===== src/rtl/eth_mode_pkg.sv =====
// Mode codes shared by the Ethernet mode controller and the bus-mux select decode.
package eth_mode_pkg;

  typedef enum logic [2:0] {
    MODE_INIT    = 3'b000,
    MODE_TX_INIT = 3'b001,
    MODE_TX      = 3'b010,
    MODE_RX_INIT = 3'b011,
    MODE_RX      = 3'b100,
    MODE_IDLE    = 3'b111
  } eth_mode_e;

  localparam int unsigned TIMER_W = 16;

  function automatic logic mode_is_active(input logic [2:0] mode);
    return mode != MODE_IDLE;
  endfunction

endpackage


===== src/rtl/eth_mode_ctrl_if.sv =====
// Request, completion and status signals of the Ethernet mode controller.
interface eth_mode_ctrl_if;

  logic        init_done;
  logic        tx_req;
  logic        rx_irq;
  logic        txi_done;
  logic        tx_done;
  logic        rxi_done;
  logic        rx_done;
  logic        err_clr;
  logic [2:0]  ctl;
  logic        phase_start;
  logic        busy;
  logic [15:0] tx_count;
  logic [15:0] rx_count;
  logic        timeout_err;

  modport master (
    output init_done, tx_req, rx_irq, txi_done, tx_done, rxi_done, rx_done, err_clr,
    input  ctl, phase_start, busy, tx_count, rx_count, timeout_err
  );

  modport slave (
    input  init_done, tx_req, rx_irq, txi_done, tx_done, rxi_done, rx_done, err_clr,
    output ctl, phase_start, busy, tx_count, rx_count, timeout_err
  );

endinterface


===== src/rtl/eth_phase_timer.sv =====
// Per-phase watchdog counter: cleared on state entry, expires at TIMEOUT_CYCLES-1.
module eth_phase_timer
  import eth_mode_pkg::*;
#(
  parameter int unsigned TIMEOUT_CYCLES = 4096
) (
  input  logic sysclk,
  input  logic reset,
  input  logic clear,
  input  logic enable,
  output logic expired
);

  localparam logic [TIMER_W-1:0] LAST = TIMER_W'(TIMEOUT_CYCLES - 1);

  logic [TIMER_W-1:0] cnt_q, cnt_d;

  always_comb begin
    cnt_d = cnt_q;
    if (clear) begin
      cnt_d = '0;
    end else if (enable && (cnt_q != LAST)) begin
      cnt_d = cnt_q + 1'b1;
    end
  end

  always_ff @(posedge sysclk or negedge reset) begin
    if (!reset) begin
      cnt_q <= '0;
    end else begin
      cnt_q <= cnt_d;
    end
  end

  assign expired = enable && (cnt_q == LAST);

endmodule


===== src/rtl/eth_mode_ctrl.sv =====
// Ethernet bus mode controller: Init/Tx/Rx phase sequencing with round-robin arbitration.
// Optional per-phase watchdog enabled by defining ETH_MODE_WATCHDOG_EN.
module eth_mode_ctrl
  import eth_mode_pkg::*;
#(
  parameter int unsigned TIMEOUT_CYCLES = 4096
) (
  input logic            sysclk,
  input logic            reset,
  eth_mode_ctrl_if.slave bus
);

  eth_mode_e   state_q, state_d;
  logic        run_q;
  logic        phase_start_q, phase_start_d;
  logic        last_tx_q, last_tx_d;
  logic [15:0] tx_count_q, tx_count_d;
  logic [15:0] rx_count_q, rx_count_d;
  logic        enter;
  logic        timeout;
  logic        expired;
  logic        err_q, err_d;

`ifdef ETH_MODE_WATCHDOG_EN
  eth_phase_timer #(
    .TIMEOUT_CYCLES(TIMEOUT_CYCLES)
  ) u_timer (
    .sysclk (sysclk),
    .reset  (reset),
    .clear  (enter),
    .enable (run_q && mode_is_active(state_q)),
    .expired(expired)
  );
`else
  localparam logic [15:0] TIMEOUT_CFG = 16'(TIMEOUT_CYCLES);
  logic unused_cfg;
  assign unused_cfg = ^{bus.err_clr, TIMEOUT_CFG};
  assign expired    = 1'b0;
`endif

  // The first edge after reset release only starts the machine, so Init gets its own
  // phase_start cycle; a timeout always re-enters Init, even from Init itself.
  always_comb begin
    state_d    = state_q;
    last_tx_d  = last_tx_q;
    tx_count_d = tx_count_q;
    rx_count_d = rx_count_q;
    timeout    = 1'b0;
    if (!run_q) begin
      state_d = MODE_INIT;
    end else begin
      case (state_q)
        MODE_INIT:    if (bus.init_done) state_d = MODE_IDLE;    else timeout = expired;
        MODE_TX_INIT: if (bus.txi_done)  state_d = MODE_TX;      else timeout = expired;
        MODE_RX_INIT: if (bus.rxi_done)  state_d = MODE_RX;      else timeout = expired;
        MODE_TX: begin
          if (bus.tx_done) begin
            state_d    = MODE_IDLE;
            tx_count_d = tx_count_q + 16'd1;
          end else begin
            timeout = expired;
          end
        end
        MODE_RX: begin
          if (bus.rx_done) begin
            state_d    = MODE_IDLE;
            rx_count_d = rx_count_q + 16'd1;
          end else begin
            timeout = expired;
          end
        end
        MODE_IDLE: begin
          if (bus.rx_irq && (!bus.tx_req || last_tx_q)) begin
            state_d   = MODE_RX_INIT;
            last_tx_d = 1'b0;
          end else if (bus.tx_req) begin
            state_d   = MODE_TX_INIT;
            last_tx_d = 1'b1;
          end
        end
        default: state_d = MODE_INIT;
      endcase
      if (timeout) state_d = MODE_INIT;
    end
    enter         = !run_q || timeout || (state_d != state_q);
    phase_start_d = enter && mode_is_active(state_d);
  end

`ifdef ETH_MODE_WATCHDOG_EN
  always_comb begin
    err_d = err_q;
    if (timeout)          err_d = 1'b1;
    else if (bus.err_clr) err_d = 1'b0;
  end
`else
  assign err_d = 1'b0;
`endif

  always_ff @(posedge sysclk or negedge reset) begin
    if (!reset) begin
      state_q       <= MODE_INIT;
      run_q         <= 1'b0;
      phase_start_q <= 1'b0;
      last_tx_q     <= 1'b1;
      tx_count_q    <= '0;
      rx_count_q    <= '0;
      err_q         <= 1'b0;
    end else begin
      state_q       <= state_d;
      run_q         <= 1'b1;
      phase_start_q <= phase_start_d;
      last_tx_q     <= last_tx_d;
      tx_count_q    <= tx_count_d;
      rx_count_q    <= rx_count_d;
      err_q         <= err_d;
    end
  end

  always_comb begin
    bus.ctl         = state_q;
    bus.busy        = mode_is_active(state_q);
    bus.phase_start = phase_start_q;
    bus.tx_count    = tx_count_q;
    bus.rx_count    = rx_count_q;
    bus.timeout_err = err_q;
  end

endmodule


===== src/flat_wrapper.sv =====
// flat-port wrapper written by rule: the top's interface ports become plain ports
module eth_mode_ctrl_flat import eth_mode_pkg::*;
#(
  parameter int unsigned TIMEOUT_CYCLES = 4096
)
  (sysclk, reset, bus_init_done, bus_tx_req, bus_rx_irq, bus_txi_done, bus_tx_done, bus_rxi_done, bus_rx_done, bus_err_clr, bus_ctl, bus_phase_start, bus_busy, bus_tx_count, bus_rx_count, bus_timeout_err);
  eth_mode_ctrl_if bus_i ();
  input logic sysclk;
  input logic reset;
  input wire logic [$bits(bus_i.init_done)-1:0] bus_init_done;
  input wire logic [$bits(bus_i.tx_req)-1:0] bus_tx_req;
  input wire logic [$bits(bus_i.rx_irq)-1:0] bus_rx_irq;
  input wire logic [$bits(bus_i.txi_done)-1:0] bus_txi_done;
  input wire logic [$bits(bus_i.tx_done)-1:0] bus_tx_done;
  input wire logic [$bits(bus_i.rxi_done)-1:0] bus_rxi_done;
  input wire logic [$bits(bus_i.rx_done)-1:0] bus_rx_done;
  input wire logic [$bits(bus_i.err_clr)-1:0] bus_err_clr;
  output wire logic [$bits(bus_i.ctl)-1:0] bus_ctl;
  output wire logic [$bits(bus_i.phase_start)-1:0] bus_phase_start;
  output wire logic [$bits(bus_i.busy)-1:0] bus_busy;
  output wire logic [$bits(bus_i.tx_count)-1:0] bus_tx_count;
  output wire logic [$bits(bus_i.rx_count)-1:0] bus_rx_count;
  output wire logic [$bits(bus_i.timeout_err)-1:0] bus_timeout_err;
  assign bus_i.init_done = bus_init_done;
  assign bus_i.tx_req = bus_tx_req;
  assign bus_i.rx_irq = bus_rx_irq;
  assign bus_i.txi_done = bus_txi_done;
  assign bus_i.tx_done = bus_tx_done;
  assign bus_i.rxi_done = bus_rxi_done;
  assign bus_i.rx_done = bus_rx_done;
  assign bus_i.err_clr = bus_err_clr;
  assign bus_ctl = bus_i.ctl;
  assign bus_phase_start = bus_i.phase_start;
  assign bus_busy = bus_i.busy;
  assign bus_tx_count = bus_i.tx_count;
  assign bus_rx_count = bus_i.rx_count;
  assign bus_timeout_err = bus_i.timeout_err;
  eth_mode_ctrl #(.TIMEOUT_CYCLES(TIMEOUT_CYCLES)) u_core (.sysclk(sysclk), .reset(reset), .bus(bus_i));
endmodule

===== config.mk =====
export PLATFORM = sky130hd
export DESIGN_NAME = eth_mode_ctrl_flat
export DESIGN_NICKNAME = d
export VERILOG_FILES = /design/src/rtl/eth_mode_pkg.sv /design/src/rtl/eth_mode_ctrl_if.sv /design/src/rtl/eth_phase_timer.sv /design/src/rtl/eth_mode_ctrl.sv /design/src/flat_wrapper.sv
export SDC_FILE = /design/constraint.sdc
export NUM_CORES = 1
export LEC_CHECK = 0
export BUFFER_PORTS_ARGS = -buffer_cell sky130_fd_sc_hd__buf_2
export CORE_MARGIN = 2
export CORE_UTILIZATION = 55
export DETAILED_ROUTE_END_ITERATION = 10
export GPL_TIMING_DRIVEN = 0
export HOLD_SLACK_MARGIN = 0.15
export PLACE_DENSITY = 0.84
export SLEW_MARGIN = 25
export SYNTH_ARGS = -nofsm -noshare
export SYNTH_HDL_FRONTEND = slang
export SYNTH_SLANG_ARGS = --single-unit

===== constraint.sdc =====
create_clock -name sysclk -period 2.3 [get_ports sysclk]
set_input_delay 0.23 -clock sysclk [delete_from_list [all_inputs] [get_ports sysclk]]
set_output_delay 0.23 -clock sysclk [all_outputs]
set_load 0.005 [all_outputs]

* Word-level counts from Yosys, hierarchy flattened
Index checks and enable logic that the tools add are counted.
Storage, ports and cells: flip-flop bits (word level) 38, bits in latches 0, RAM bits 0, bits in read-only memories 0, output and inout port bits 38, memories 0
Cells by class: add/sub/neg operators 2, multipliers 0, divide/modulo/power cells 0, $lt $le $gt $ge 0, eq/ne operators 8, shift-type cells 0, muxes and demuxes 14, bitwise operators 0, reduce and logical (&&, ||, !) cells 12
Operators by type and width (count):
- 16-bit by 1-bit adder with 16-bit output, second input constant | 2
- 3-bit two-way mux | 9
- 3-bit case mux with 6 select lines | 1
- 3-bit AND reduction | 3
- 3-bit by 2-bit == test with 1-bit output, second input constant | 2
- 3-bit == test, second input constant | 2
- 3-bit inequality test, second input constant | 2
- 1-bit two-way mux | 4
- 3-bit by 1-bit == test with 1-bit output, second input constant | 1
- 3-bit logical NOT | 1
- 1-bit logical OR | 3
- 3-bit inequality test | 1
- 1-bit logical AND | 2
- 1-bit logical NOT | 2
- 2-bit nonzero test | 1

* Depth between registers and ports, before layout
Gate-level depths: netlist (run 1).
depth after elaboration 10, depth in mapped cells 6, depth with buffers taken out 5

* Worst setup path after synthesis (run 1)
Ideal clock, no wire load.
path kind register to register, start point reg u_core.state_q[2] (netlist: u_core.bus.ctl[2]), end point reg u_core.tx_count_q[10] (netlist: u_core.bus.tx_count[10]), arrival 1350 ps, data required time 2177 ps, path slack 826 ps, stages on the path, launching flop included 6, buffers on the path 0, clock period less this slack 1474 ps, path through dfrtp_1 > nor3b_1 > nand4_1 > nor2_1 > nand3_1 > xnor2_1
Between the ends: cells in the longest elaborated chain, start to end 2
RTL lines:
- from (decl) | RTL line eth_mode_ctrl.sv:13 | eth_mode_e state_q, state_d;
- from (signal assigned) | RTL line eth_mode_ctrl.sv:109 | state_q <= state_d;
- 3-bit by 2-bit == test with 1-bit output | RTL line eth_mode_ctrl.sv:52 | case (state_q)
- 3-bit AND reduction (no source line)
- to (signal assigned) | RTL line eth_mode_ctrl.sv:113 | tx_count_q <= tx_count_d;
- to (decl) | RTL line eth_mode_ctrl.sv:17 | logic [15:0] tx_count_q, tx_count_d;
No other way between the ends. A chain may end at the register's enable or synchronous reset.

* Final worst setup path (run 1)
Ends and elaborated chain as after synthesis.

==> summary.txt, run 1 <==
Outcome
  – Status: finished, final reports clean

Die
  – Total core area: 0.00331 sq mm
  – Row count: 21
  – Die ar.: 0.00388 sq mm
  – I/O pins: 48
  – Die X: 62.3 um
  – Initial core utilization: 0.565
  – Die Span Y: 62.3 um

Clock network
  – Clock latency on the worst-skew pair: 340 ps
  – Clock tree sinks: 38
  – # H-tree levels: 2
  – CTS tree: yes
  – Clock root buffer: clkbuf_4
  – Post-cts hold buffer count: 2
  – # Post-CTS Setup Buffers: 0
  – CTS resizes: 0
  – Num CTS Buffers: 5
  – CTS Buffer Depth: 2
  – Reg clk slew, reported paths: 100 ps

Pwr
  – Sw frac: 0.335
  – Sw Pwr: 0.569 mW
  – Comb power frac: 0.322
  – Flop pwr share: 0.499
  – Clk network pwr share: 0.180
  – Maximum vdd drop: 0.000459 V
  – Internal: 1.13 mW
  – Power density cells: 766 mW/mm^2
  – Static leakage: 1.12 nW

Flow run
  – Max Cap Violations: 0

Drt
  – Remaining DRCs: 0
  – First-pass iteration count of the detailed router: 4
  – Total wire length: 3.25 mm
  – Post-route ant nets: 0
  – Number of DRC markers in iteration 0: 44
  – Vias per cell: 5.18
  – Wire length per cell: 11.8 um
  – Routed vias: 1425

Global routing
  – Initial antenna violation count: 0
  – First-pass GRT wire length: 5.68 mm
  – Global route overflow: 0
  – Largest net degree at the start of global routing: 39
  – GR Util All Layers: 0.184
  – Vias in the first global route: 1305

Worst setup path
  – Worst EP required: 2530 ps
  – Crit Path Max Fanout: 5
  – Setup crit end kind: flop
  – Crit Path Class: flop to flop
  – Worst setup SP type: flop
  – Critical Path AT: 2020 ps

Layout
  – Final #Nets: 241
  – Diode count: 0
  – Most frequent cells in the layout: buf_2, dfrtp_1, xnor2_1
  – Most common cell after layout, fill and taps aside: buf_2
  – Cell area after layout: 0.00222 sq mm
  – Layout area overhead: 18.6%
  – Layout cell share with drive strength beyond 1: 0.279

Synth
  – Avg Cell Area, Syn: 10.7 sq um
  – Main synth FF type: dfrtp_1
  – Xor/xnor share of the synthesized area: 0.145
  – Post-synthesis async set-or-reset flop share: 1.00
  – Flops & latches, synth: 38
  – Synth cell types: 40
  – Simple-gate area share of the yosys netlist: 0.210
  – Register area share after synthesis: 0.509
  – Post-Synth Adder-Cell Area: 0.0134
  – EDFF count, synth: 0
  – Synth Cell Area: 0.00187 sq mm
  – Syn_nets: 187
  – Complex-gate fraction of the synthesized area: 0.0589
  – Largest family of logic cells by synthesized area: simple AND/OR/NAND/NOR gates
  – Synth top area share: 0.495
  – Largest area contributor in the netlist: dfrtp_1
  – Mux share of post-synthesis cell area: 0.0288
  – Syn Inst Count: 175
  – Top cells by area, synth: dfrtp_1, xnor2_1, xor2_1, nand2_1, nor2_1
  – YS warnings: 0

STA
  – Fin crit period: 1790 ps
  – Skew final: 13.6 ps
  – Final setup fails: 0
  – Fin crit share: 0.779
  – RSZ-0062 raised after global routing: false
  – Final hold violation count: 0
  – Max-slew headroom: 0.478
  – Worst-margin pin slew: 783 ps
  – Final Max Tran Viols: 0
  – Max frequency: 0.558 GHz
  – Setup TNS: 0 ps

Placed design
  – Detailed Place HPWL: 2.46 mm
  – Port-buffer cells: 45
  – Gpl congestion: 0.847
  – Area after DPL: 0.00215 sq mm

Min path
  – Hold Path Class: input pin to flop
==> area by class of cell <==
| type | instances | area, sq um |
|---|---|---|
| sequential | 38 | 952 |
| buffer | 5 | 38.8 |
| inverter | 5 | 18.8 |
| clock buffer | 7 | 45.0 |
| fill | 284 | 1090 |
| timing repair buffer | 47 | 245 |
| tap | 46 | 57.6 |
| multi-input combinational | 127 | 860 |
==> metal layers <==
| layer | track usage | share of wire | vias up |
|---|---|---|---|
| met5 | 0 | 0 | - |
| met1 | 0.235 | 0.45 | 672 |
| met4 | 0.0806 | 0.019 | 0 |
| met3 | 0.0507 | 0.057 | 5 |
| met2 | 0.298 | 0.47 | 48 |
| li1 | - | - | 700 |
==> cell usage after synthesis, drive strengths merged (2+ instances only) <==
| master | number |
|---|---|
| dfrtp | 37 |
| xnor2 | 20 |
| nand2 | 16 |
| nor2 | 16 |
| nand3 | 12 |
| xor2 | 11 |
| and2 | 7 |
| and3 | 5 |
| buf | 5 |
| inv | 5 |
| nand4 | 5 |
| o21ai | 4 |
| a31oi | 3 |
| mux2 | 3 |
| a21oi | 2 |
| and4 | 2 |
| conb | 2 |
| ha | 2 |
| mux2i | 2 |
| nand2b | 2 |
| nor2b | 2 |
==> through the flow <==
step	utilization	setup slack (ps)	power (mW)	instances	hold WS (ps)
4_1_cts	0.670	504	1.72	275	172
3_5_place_dp	0.650	540	1.41	266	357
2_1_floorplan	-	826	1.23	175	-65.6
6_report	0.670	508	1.70	275	190
3_3_place_gp	0.650	548	1.39	266	362
5_1_grt	0.670	282	1.83	275	183
==> state kept, by name, summed over array words and instances, names as in the netlist <==
signal / flops
u_core.bus.ctl: 3
u_core.bus.phase_start: 1
u_core.bus.rx_count: 16
u_core.bus.tx_count: 16
u_core.last_tx_q: 1
u_core.run_q: 1
==> worst paths after layout <==
path | to | slack (ps) | from | cells after the start
worst max-delay path | u_core.bus.tx_count[10]$_DFFE_PN0P_ | 510 | u_core.bus.ctl[2]$_DFF_PN0_ | 5
worst min-delay path | u_core.last_tx_q$_DFFE_PN1P_ | 190 | bus_tx_req | 3
worst max register to register | u_core.bus.tx_count[10]$_DFFE_PN0P_ | 510 | u_core.bus.ctl[2]$_DFF_PN0_ | 5
worst min register to register | u_core.bus.rx_count[15]$_DFFE_PN0P_ | 470 | u_core.bus.rx_count[15]$_DFFE_PN0P_ | 1
max in group asynchronous | u_core.bus.tx_count[5]$_DFFE_PN0P_ | 1300 | reset | 2
min in group asynchronous | u_core.bus.rx_count[3]$_DFFE_PN0P_ | 500 | reset | 2
==> critical path: stages, from the launching register on <==
cell and delay [ps]:
dfrtp_1 450, nor3b_1 460, nand4_1 290, nor2_1 230, nand3_1 120, xnor2_1 140
==> power groups by stage <==
stage                     clock (mW)  sequential [mW]  combinational, mW
after floorplan                    0            0.852              0.373
after global placement             0            0.856              0.537
after detailed placement           0            0.862              0.546
after CTS                      0.318            0.849              0.549
after global routing           0.352            0.865              0.610
final                          0.305            0.847              0.546
==> logic make-up (layout without fill, tap and decap cells) <==
family / count (synthesis) / count (layout)
AOI/OAI and AO/OA: 15 / 15
DFF: 38 / 38
other: 2 / 2
buffers and inverters: 10 / 64
and+or+nand+nor: 72 / 72
muxes: 5 / 5
xor gates and xnor gates: 31 / 31
adders and majority gates: 2 / 2
Note: power is estimated with default switching activity, not from simulation.
==> run 2: changes to the inputs <==
--- a/config.mk
+++ b/config.mk
@@ -5,13 +5,14 @@
 export SDC_FILE = /design/constraint.sdc
 export NUM_CORES = 1
 export LEC_CHECK = 0
+export ABC_AREA = 1
 export BUFFER_PORTS_ARGS = -buffer_cell sky130_fd_sc_hd__buf_2
 export CORE_MARGIN = 2
-export CORE_UTILIZATION = 55
+export CORE_UTILIZATION = 53
 export DETAILED_ROUTE_END_ITERATION = 10
 export GPL_TIMING_DRIVEN = 0
 export HOLD_SLACK_MARGIN = 0.15
-export PLACE_DENSITY = 0.84
+export PLACE_DENSITY = 0.81
 export SLEW_MARGIN = 25
 export SYNTH_ARGS = -nofsm -noshare
 export SYNTH_HDL_FRONTEND = slang
==> constraint.sdc (replaced) <==
create_clock -name sysclk -period 1.7 [get_ports sysclk]
set_input_delay 0.17 -clock sysclk [delete_from_list [all_inputs] [get_ports sysclk]]
set_output_delay 0.17 -clock sysclk [all_outputs]
set_load 0.005 [all_outputs]
==> run 2 against run 1 <==
Compared with the run above: via count increased by 28%; critical path depth increased by 2; first-iteration DRC count increased by 93%; final cell count increased by 29%; synthesized cell count increased by 37%; clock power increased by 100%; sequential power increased by 48%; cell area increased by 17%; largest cell class is now multi-input combinational cells.
==> summary.txt, run 2 <==
Outcome
  – Status: finished, final reports clean (unchanged)

Die
  – Die Span Y: 66.1 um (was 62.3 um)
  – Initial core utilization: 0.553 (was 0.565)
  – Total core area: 0.00369 sq mm (was 0.00331 sq mm)
  – Die ar.: 0.00436 sq mm (was 0.00388 sq mm)
  – Die X: 66.1 um (was 62.3 um)
  – I/O pins: 48 (unchanged)
  – Row count: 22 (was 21)

Synth
  – Flops & latches, synth: 38 (unchanged)
  – Post-synthesis async set-or-reset flop share: 1.00 (unchanged)
  – Main synth FF type: dfrtp_1 (unchanged)
  – Syn Inst Count: 240 (was 175)
  – Synth Cell Area: 0.00204 sq mm (was 0.00187 sq mm)
  – YS warnings: 0 (unchanged)
  – Top cells by area, synth: dfrtp_1, nand2_1, inv_1, xor2_1, nand3_1 (was dfrtp_1, xnor2_1, xor2_1, nand2_1, nor2_1)
  – Register area share after synthesis: 0.467 (was 0.509)
  – Largest area contributor in the netlist: dfrtp_1 (unchanged)
  – Most common cell in the netlist: nand2_1 (was dfrtp_1)
  – Syn_nets: 252 (was 187)
  – Synth top area share: 0.454 (was 0.495)
  – Avg Cell Area, Syn: 8.50 sq um (was 10.7 sq um)
  – Synth top cells by count: nand2_1, dfrtp_1, inv_1, nand3_1, nor2_1 (was dfrtp_1, xnor2_1, nand2_1, nor2_1, xor2_1)
  – EDFF count, synth: 0 (unchanged)
  – Synth cell types: 30 (was 40)

STA
  – Final hold violation count: 0 (unchanged)
  – Max frequency: 0.619 GHz (was 0.558 GHz)
  – Skew final: 4.96 ps (was 13.6 ps)
  – Worst hold slack: 181 ps (was 190 ps)
  – Fin crit period: 1620 ps (was 1790 ps)
  – Max-slew headroom: 0.453 (was 0.478)
  – Worst-margin pin slew: 821 ps (was 783 ps)
  – Final Max Tran Viols: 0 (unchanged)
  – Fin crit share: 0.951 (was 0.779)
  – Final setup fails: 0 (unchanged)

Worst setup path
  – Critical path cell sequence: ha_2 > nand3_2 > nor4_4 > nand2_1 > nor2_1 > nand2_1 > xnor2_1 (was nor3b_1 > nand4_1 > nor2_1 > nand3_1 > xnor2_1)
  – Slowest stage delay, CP: 420 ps (was 460 ps)
  – Worst EP required: 1870 ps (was 2530 ps)
  – Worst setup SP type: flop (unchanged)
  – Critical Path AT: 1790 ps (was 2020 ps)
  – CP bufs+invs: 0 (unchanged)
  – R2R depth: 7 (was 5)
  – CP delay by family, top: simple AND/OR/NAND/NOR gates (unchanged)
  – Crit Path Max Fanout: 6 (was 5)
  – Reg-to-reg setup timing slack: 80 ps (was 510 ps)
  – Crit Path Class: flop to flop (unchanged)
  – Most used cell, CP: nand2_1
  – Critical-path top delay cell: dfrtp_2 (was nor3b_1)
  – Setup crit end kind: flop (unchanged)
  – Reg2reg start: u_core.bus.rx_count[1]$_DFFE_PN0P_ (was u_core.bus.ctl[2]$_DFF_PN0_)
  – RR Endpoint: u_core.bus.rx_count[14]$_DFFE_PN0P_ (was u_core.bus.tx_count[10]$_DFFE_PN0P_)

Min path
  – Min-Delay Path Depth: 4 (was 3)
  – Hold Path Class: input pin to flop (unchanged)
  – Hold path endpoint: u_core.last_tx_q$_DFFE_PN1P_ (unchanged)
  – Worst Hold Launch: bus_rx_irq (was bus_tx_req)

Global routing
  – GR Util met3: 0.0545 (was 0.0507)
  – Largest net degree at the start of global routing: 39 (unchanged)
  – Grt met2 use: 0.361 (was 0.298)
  – Global route overflow: 0 (unchanged)
  – Initial antenna violation count: 0 (unchanged)
  – Grt peak-use layer: met2 (unchanged)
  – Vias in the first global route: 1639 (was 1305)
  – First-pass GRT wire length: 6.85 mm (was 5.68 mm)
  – GR Util All Layers: 0.204 (was 0.184)
  – Grt met1 use: 0.245 (was 0.235)

Drt
  – Routed vias: 1824 (was 1425)
  – Remaining DRCs: 0 (unchanged)
  – Post-route ant nets: 0 (unchanged)
  – Wire length per cell: 12.0 um (was 11.8 um)
  – Vias per cell: 5.14 (was 5.18)
  – First-pass iteration count of the detailed router: 4 (unchanged)
  – Total wire length: 4.27 mm (was 3.25 mm)
  – Number of DRC markers in iteration 0: 85 (was 44)

Layout
  – Layout area overhead: 27.3% (was 18.6%)
  – Most frequent cells in the layout: nand2_1, buf_2, inv_1 (was buf_2, dfrtp_1, xnor2_1)
  – Cell area after layout: 0.00260 sq mm (was 0.00222 sq mm)
  – Most common cell after layout, fill and taps aside: nand2_1 (was buf_2)
  – Final #Nets: 318 (was 241)
  – Diode count: 0 (unchanged)
  – Layout cell share with drive strength beyond 1: 0.313 (was 0.279)

Placed design
  – Gpl congestion: 0.827 (was 0.847)
  – Detailed Place HPWL: 2.94 mm (was 2.46 mm)
  – Port-buffer cells: 45 (unchanged)
  – Area after DPL: 0.00233 sq mm (was 0.00215 sq mm)

Pwr
  – Power density cells: 1100 mW/mm^2 (was 766 mW/mm^2)
  – Maximum vdd drop: 0.000671 V (was 0.000459 V)
  – Static leakage: 1.40 nW (was 1.12 nW)
  – Overall power: 2.87 mW (was 1.70 mW)

Clock network
  – Clock tree sinks: 38 (unchanged)
  – Clock root buffer: clkbuf_8 (was clkbuf_4)
  – CTS Buffer Depth: 2 (unchanged)
  – CTS tree: yes (unchanged)
  – Reg clk slew, reported paths: 70 ps (was 100 ps)
  – Num CTS Buffers: 5 (unchanged)
  – Clock latency on the worst-skew pair: 280 ps (was 340 ps)
  – # H-tree levels: 2 (unchanged)

Flow run
  – Max Cap Violations: 0 (unchanged)
run 2: cell types whose count changed in the layout (fill, tap and decap cells not counted), moves of 5 or more:
cell / change
nor2_4: +6
nand2_1: +35
inv_1: +30
nand4_1: +6
xnor2_1: -10
and3_1: -5
buf_4: +9
and2_1: -7
clkbuf_8: +6
nand3_1: +7
run 2: area by class of cell:
cell class / instances / area (sq um)
flip-flops and latches: 38 / 957
inverters: 36 / 135
repair buffers: 59 / 339
well taps: 48 / 60.1
multi-input cells: 163 / 988
clock inverters: 1 / 5.00
fillers: 305 / 1090
clock buffers: 7 / 86.3
plain buffers: 3 / 26.3
run 2: logic make-up after synthesis:
kind of cell	after synthesis	share of synthesized area
AND/OR/NAND/NOR	121	0.300
buffers and inverters	39	0.0779
flip-flops	38	0.467
XOR/XNOR	24	0.103
AO/OA/AOI/OAI	14	0.0368
adder cells (fa/ha/maj)	2	0.0123
other	2	0.00368
run 2: layer usage:
layer,wire length [um],up-vias
met2,2230,54
li1,-,896
met1,1760,867
met3,241,7
met4,40,0
met5,0,-
run 2: worst max-delay path by stage:
stage                                        from                                   to  cells after the start
2_1_floorplan         u_core.bus.ctl[1]$_DFF_PN0_  u_core.bus.rx_count[11]$_DFFE_PN0P_                      9
3_5_place_dp          u_core.bus.ctl[1]$_DFF_PN0_  u_core.bus.rx_count[10]$_DFFE_PN0P_                      9
3_3_place_gp          u_core.bus.ctl[1]$_DFF_PN0_  u_core.bus.rx_count[10]$_DFFE_PN0P_                      9
4_1_cts               u_core.bus.ctl[1]$_DFF_PN0_  u_core.bus.rx_count[11]$_DFFE_PN0P_                     10
5_1_grt               u_core.bus.ctl[1]$_DFF_PN0_     u_core.bus.phase_start$_DFF_PN0_                     14
6_report       u_core.bus.rx_count[1]$_DFFE_PN0P_  u_core.bus.rx_count[14]$_DFFE_PN0P_                      7
run 2: stage by stage:
stage,instances,TNS [ps],util,setup WS [ps]
floorplan,240,0,-,136
global placement,333,-27.3,0.631,-22.0
detailed placement,333,-101,0.631,-55.4
CTS,349,0,0.675,3.20
global route,355,-39.8,0.704,-27.5
finish,355,0,0.704,83.8
run 2: worst min-delay path: cells and delay by family:
kind,cells,cell delay [ps]
AOI/OAI and AO/OA,1,60
buffers and inverters,1,100
and+or+nand+nor,2,140
run 2: timing repair:
action / CTS / global route
endpoints found under the setup margin: 6 / 14
pin swaps: 3 / 5
gates resized for setup: 3 / 16
hold endpoints to repair: 38 / 0
setup buffers: 6 / 6
hold buffers: 2 / 0
run 2: power breakdown:
part / leakage (nW) / switching (mW) / total, mW / internal [mW]
Clock: 0.0482 / 0.293 / 0.620 / 0.327
Sequential: 0.475 / 0.194 / 1.25 / 1.06
Combinational: 0.882 / 0.540 / 0.991 / 0.451
Total: 1.40 / 1.03 / 2.87 / 1.84
==> run 3: changes to the inputs <==
--- a/config.mk
+++ b/config.mk
@@ -9,6 +9,7 @@
 export BUFFER_PORTS_ARGS = -buffer_cell sky130_fd_sc_hd__buf_2
 export CORE_MARGIN = 2
 export CORE_UTILIZATION = 53
+export CTS_CLUSTER_SIZE = 30
 export DETAILED_ROUTE_END_ITERATION = 10
 export GPL_TIMING_DRIVEN = 0
 export HOLD_SLACK_MARGIN = 0.15
==> constraint.sdc (replaced) <==
create_clock -name sysclk -period 1.7 [get_ports sysclk]
set_input_delay 0.085 -clock sysclk [delete_from_list [all_inputs] [get_ports sysclk]]
set_output_delay 0.085 -clock sysclk [all_outputs]
set_load 0.005 [all_outputs]
==> run 3 against run 2 <==
Compared with the run above: global-route usage rose by 0.073 points; power rose by 0.21%; largest cell class unchanged; count of clock-buffer cells in the layout did not move; register-to-register slack barely moved; setup slack got worse by 2.1 ps; clock skew barely moved; sequential share of layout area fell by 0.14 points; first-iteration DRC count rose by 29%; clock power barely moved; critical endpoint unchanged; core utilization rose by 0.27 points; cell area rose by 0.39%; hold slack improved by 68 ps.
==> summary.txt, run 3 (synthesized netlist as in run 2, its figures left out) <==
Outcome
  – Status: finished, final reports clean (unchanged)

Layout
  – Final #Nets: 319 (was 318)
  – Layout area overhead: 27.8% (was 27.3%)
  – Diode count: 0 (unchanged)
  – Final core utilization: 0.707 (was 0.704)
  – Most frequent cells in the layout: nand2_1, buf_2, inv_1 (unchanged)
  – Non-Filler Instances: 356 (was 355)
  – Filler cell count in the final layout: 303 (was 305)
  – Layout cell share with drive strength beyond 1: 0.312 (was 0.313)
  – Most common cell after layout, fill and taps aside: nand2_1 (unchanged)

Clock network
  – Clock root buffer: clkbuf_8 (unchanged)
  – Clock tree sinks: 38 (unchanged)
  – CTS tree: yes (unchanged)
  – CTS Buffer Depth: 2 (unchanged)
  – Clock latency on the worst-skew pair: 280 ps (about the same)
  – Reg clk slew, reported paths: 70 ps (about the same)
  – # H-tree levels: 2 (unchanged)
  – Num CTS Buffers: 5 (unchanged)

Die
  – Initial core utilization: 0.553 (unchanged)
  – Die Span Y: 66.1 um (unchanged)
  – Row count: 22 (unchanged)
  – I/O pins: 48 (unchanged)
  – Die ar.: 0.00436 sq mm (unchanged)
  – Total core area: 0.00369 sq mm (unchanged)
  – Die X: 66.1 um (unchanged)

STA
  – Skew final: 4.66 ps (was 4.96 ps)
  – Fin crit share: 0.952 (was 0.951)
  – Max-slew headroom: 0.458 (was 0.453)
  – Max frequency: 0.618 GHz (was 0.619 GHz)
  – Final setup fails: 0 (unchanged)
  – Final Max Tran Viols: 0 (unchanged)
  – Worst-margin pin slew: 813 ps (was 821 ps)
  – Fin crit period: 1620 ps (about the same)
  – Final hold violation count: 0 (unchanged)
  – RSZ-0062 raised after global routing: true
  – Worst hold slack: 250 ps (was 181 ps)

Worst setup path
  – Worst setup SP type: flop (unchanged)
  – CP bufs+invs: 0 (unchanged)
  – CP delay by family, top: simple AND/OR/NAND/NOR gates (unchanged)
  – Slowest stage delay, CP: 420 ps (about the same)
  – Critical path cell sequence: ha_2 > nand3_2 > nor4_4 > nand2_1 > nor2_1 > nand2_1 > xnor2_1 (unchanged)
  – Worst EP required: 1870 ps (about the same)
  – Critical-path top delay cell: dfrtp_2 (unchanged)
  – Most used cell, CP: nand2_1 (unchanged)
  – Critical Path AT: 1790 ps (about the same)
  – Crit Path Class: flop to flop (unchanged)
  – Setup crit end kind: flop (unchanged)
  – Reg-to-reg setup timing slack: 80 ps (about the same)
  – Crit Path Max Fanout: 6 (unchanged)

Placed design
  – Detailed Place HPWL: 2.94 mm (unchanged)
  – Gpl congestion: 0.827 (unchanged)
  – Placed insts: 333 (unchanged)
  – Port-buffer cells: 45 (unchanged)

Pwr
  – Maximum vdd drop: 0.000677 V (was 0.000671 V)
  – Sw frac: 0.359 (about the same)
  – Internal: 1.84 mW (about the same)
  – Sw Pwr: 1.03 mW (about the same)
  – Static leakage: 1.41 nW (was 1.40 nW)
  – Comb power frac: 0.347 (was 0.346)
  – Clk network pwr share: 0.216 (about the same)
  – Flop pwr share: 0.437 (was 0.438)
  – Power density cells: 1100 mW/mm^2 (about the same)

Min path
  – Hold Path Class: input pin to flop (unchanged)

Global routing
  – Largest net degree at the start of global routing: 39 (unchanged)
  – Global route overflow: 0 (unchanged)
  – GR Util All Layers: 0.204 (about the same)
  – First-pass GRT wire length: 6.87 mm (was 6.85 mm)
  – Vias in the first global route: 1656 (was 1639)
  – Initial antenna violation count: 0 (unchanged)

Drt
  – Wire length per cell: 12.1 um (was 12.0 um)
  – Post-route ant nets: 0 (unchanged)
  – First-pass iteration count of the detailed router: 5 (was 4)
  – Total wire length: 4.32 mm (was 4.27 mm)
  – Vias per cell: 5.08 (was 5.14)
  – Routed vias: 1807 (was 1824)
  – Number of DRC markers in iteration 0: 110 (was 85)
  – Remaining DRCs: 0 (unchanged)

Flow run
  – Max Cap Violations: 0 (unchanged)
## run 3: path summary, 6_finish.rpt
path	startpoint	cells past startpoint	endpoint
worst max-delay path	u_core.bus.rx_count[1]$_DFFE_PN0P_	7	u_core.bus.rx_count[14]$_DFFE_PN0P_
worst min-delay path	bus_rxi_done	5	u_core.bus.ctl[2]$_DFF_PN0_
worst max register to register	u_core.bus.rx_count[1]$_DFFE_PN0P_	7	u_core.bus.rx_count[14]$_DFFE_PN0P_
worst min register to register	u_core.bus.tx_count[15]$_DFFE_PN0P_	1	u_core.bus.tx_count[15]$_DFFE_PN0P_
max in group asynchronous	reset	2	u_core.bus.ctl[2]$_DFF_PN0_
min in group asynchronous	reset	2	u_core.bus.phase_start$_DFF_PN0_
## run 3: repair_timing
item	4_1_cts	5_1_grt
setup buffers	6	6
pin swaps	3	5
hold buffers	3	0
resized for setup	3	16
endpoints found under the hold margin	38	0
endpoints found under the setup margin	6	14
## run 3: per-layer routing
layer	track usage	routed length (um)	share of wire	up-vias
met3	0.0545	236	0.055	5
met5	0	0	0	-
met2	0.367	2290	0.53	52
li1	-	-	-	894
met4	0.0510	29	0.0067	0
met1	0.242	1770	0.41	856
## run 3: cell type report
| class | instances | area [sq um] | area share |
|---|---|---|---|
| sequential | 38 | 957 | 0.367 |
| tap | 48 | 60.1 | 0.0230 |
| buffer | 3 | 26.3 | 0.0101 |
| clock buffer | 7 | 86.3 | 0.0331 |
| clock inverter | 1 | 5.00 | 0.00192 |
| timing repair buffer | 60 | 349 | 0.134 |
| multi-input combinational | 163 | 988 | 0.379 |
| inverter | 36 | 135 | 0.0518 |
## run 3: worst register-to-register path, stage by stage (launching register included)
cell     delay (ps)
dfrtp_2         420
ha_2            210
nand3_2         160
nor4_4          250
nand2_1         120
nor2_1          140
nand2_1          80
xnor2_1         130
## run 3: stage by stage
stage / setup TNS, ps / worst slack, ps / total power [mW] / cell area [sq um]
after floorplan: 0 / 136 / 1.79 / 2040
after global placement: -27.3 / -22.0 / 2.05 / 2330
after detailed placement: -101 / -55.4 / 2.08 / 2330
after CTS: 0 / 3.20 / 2.75 / 2500
after global routing: -39.5 / -28.5 / 3.08 / 2610
final: 0 / 81.7 / 2.87 / 2610
## run 3: power by group through the flow
stage / registers (mW) / clock network, mW / logic [mW]
2_1_floorplan: 1.26 / 0 / 0.525
5_1_grt: 1.27 / 0.681 / 1.13
3_3_place_gp: 1.28 / 0 / 0.769
6_report: 1.26 / 0.619 / 0.997
3_5_place_dp: 1.28 / 0 / 0.800
4_1_cts: 1.27 / 0.631 / 0.848
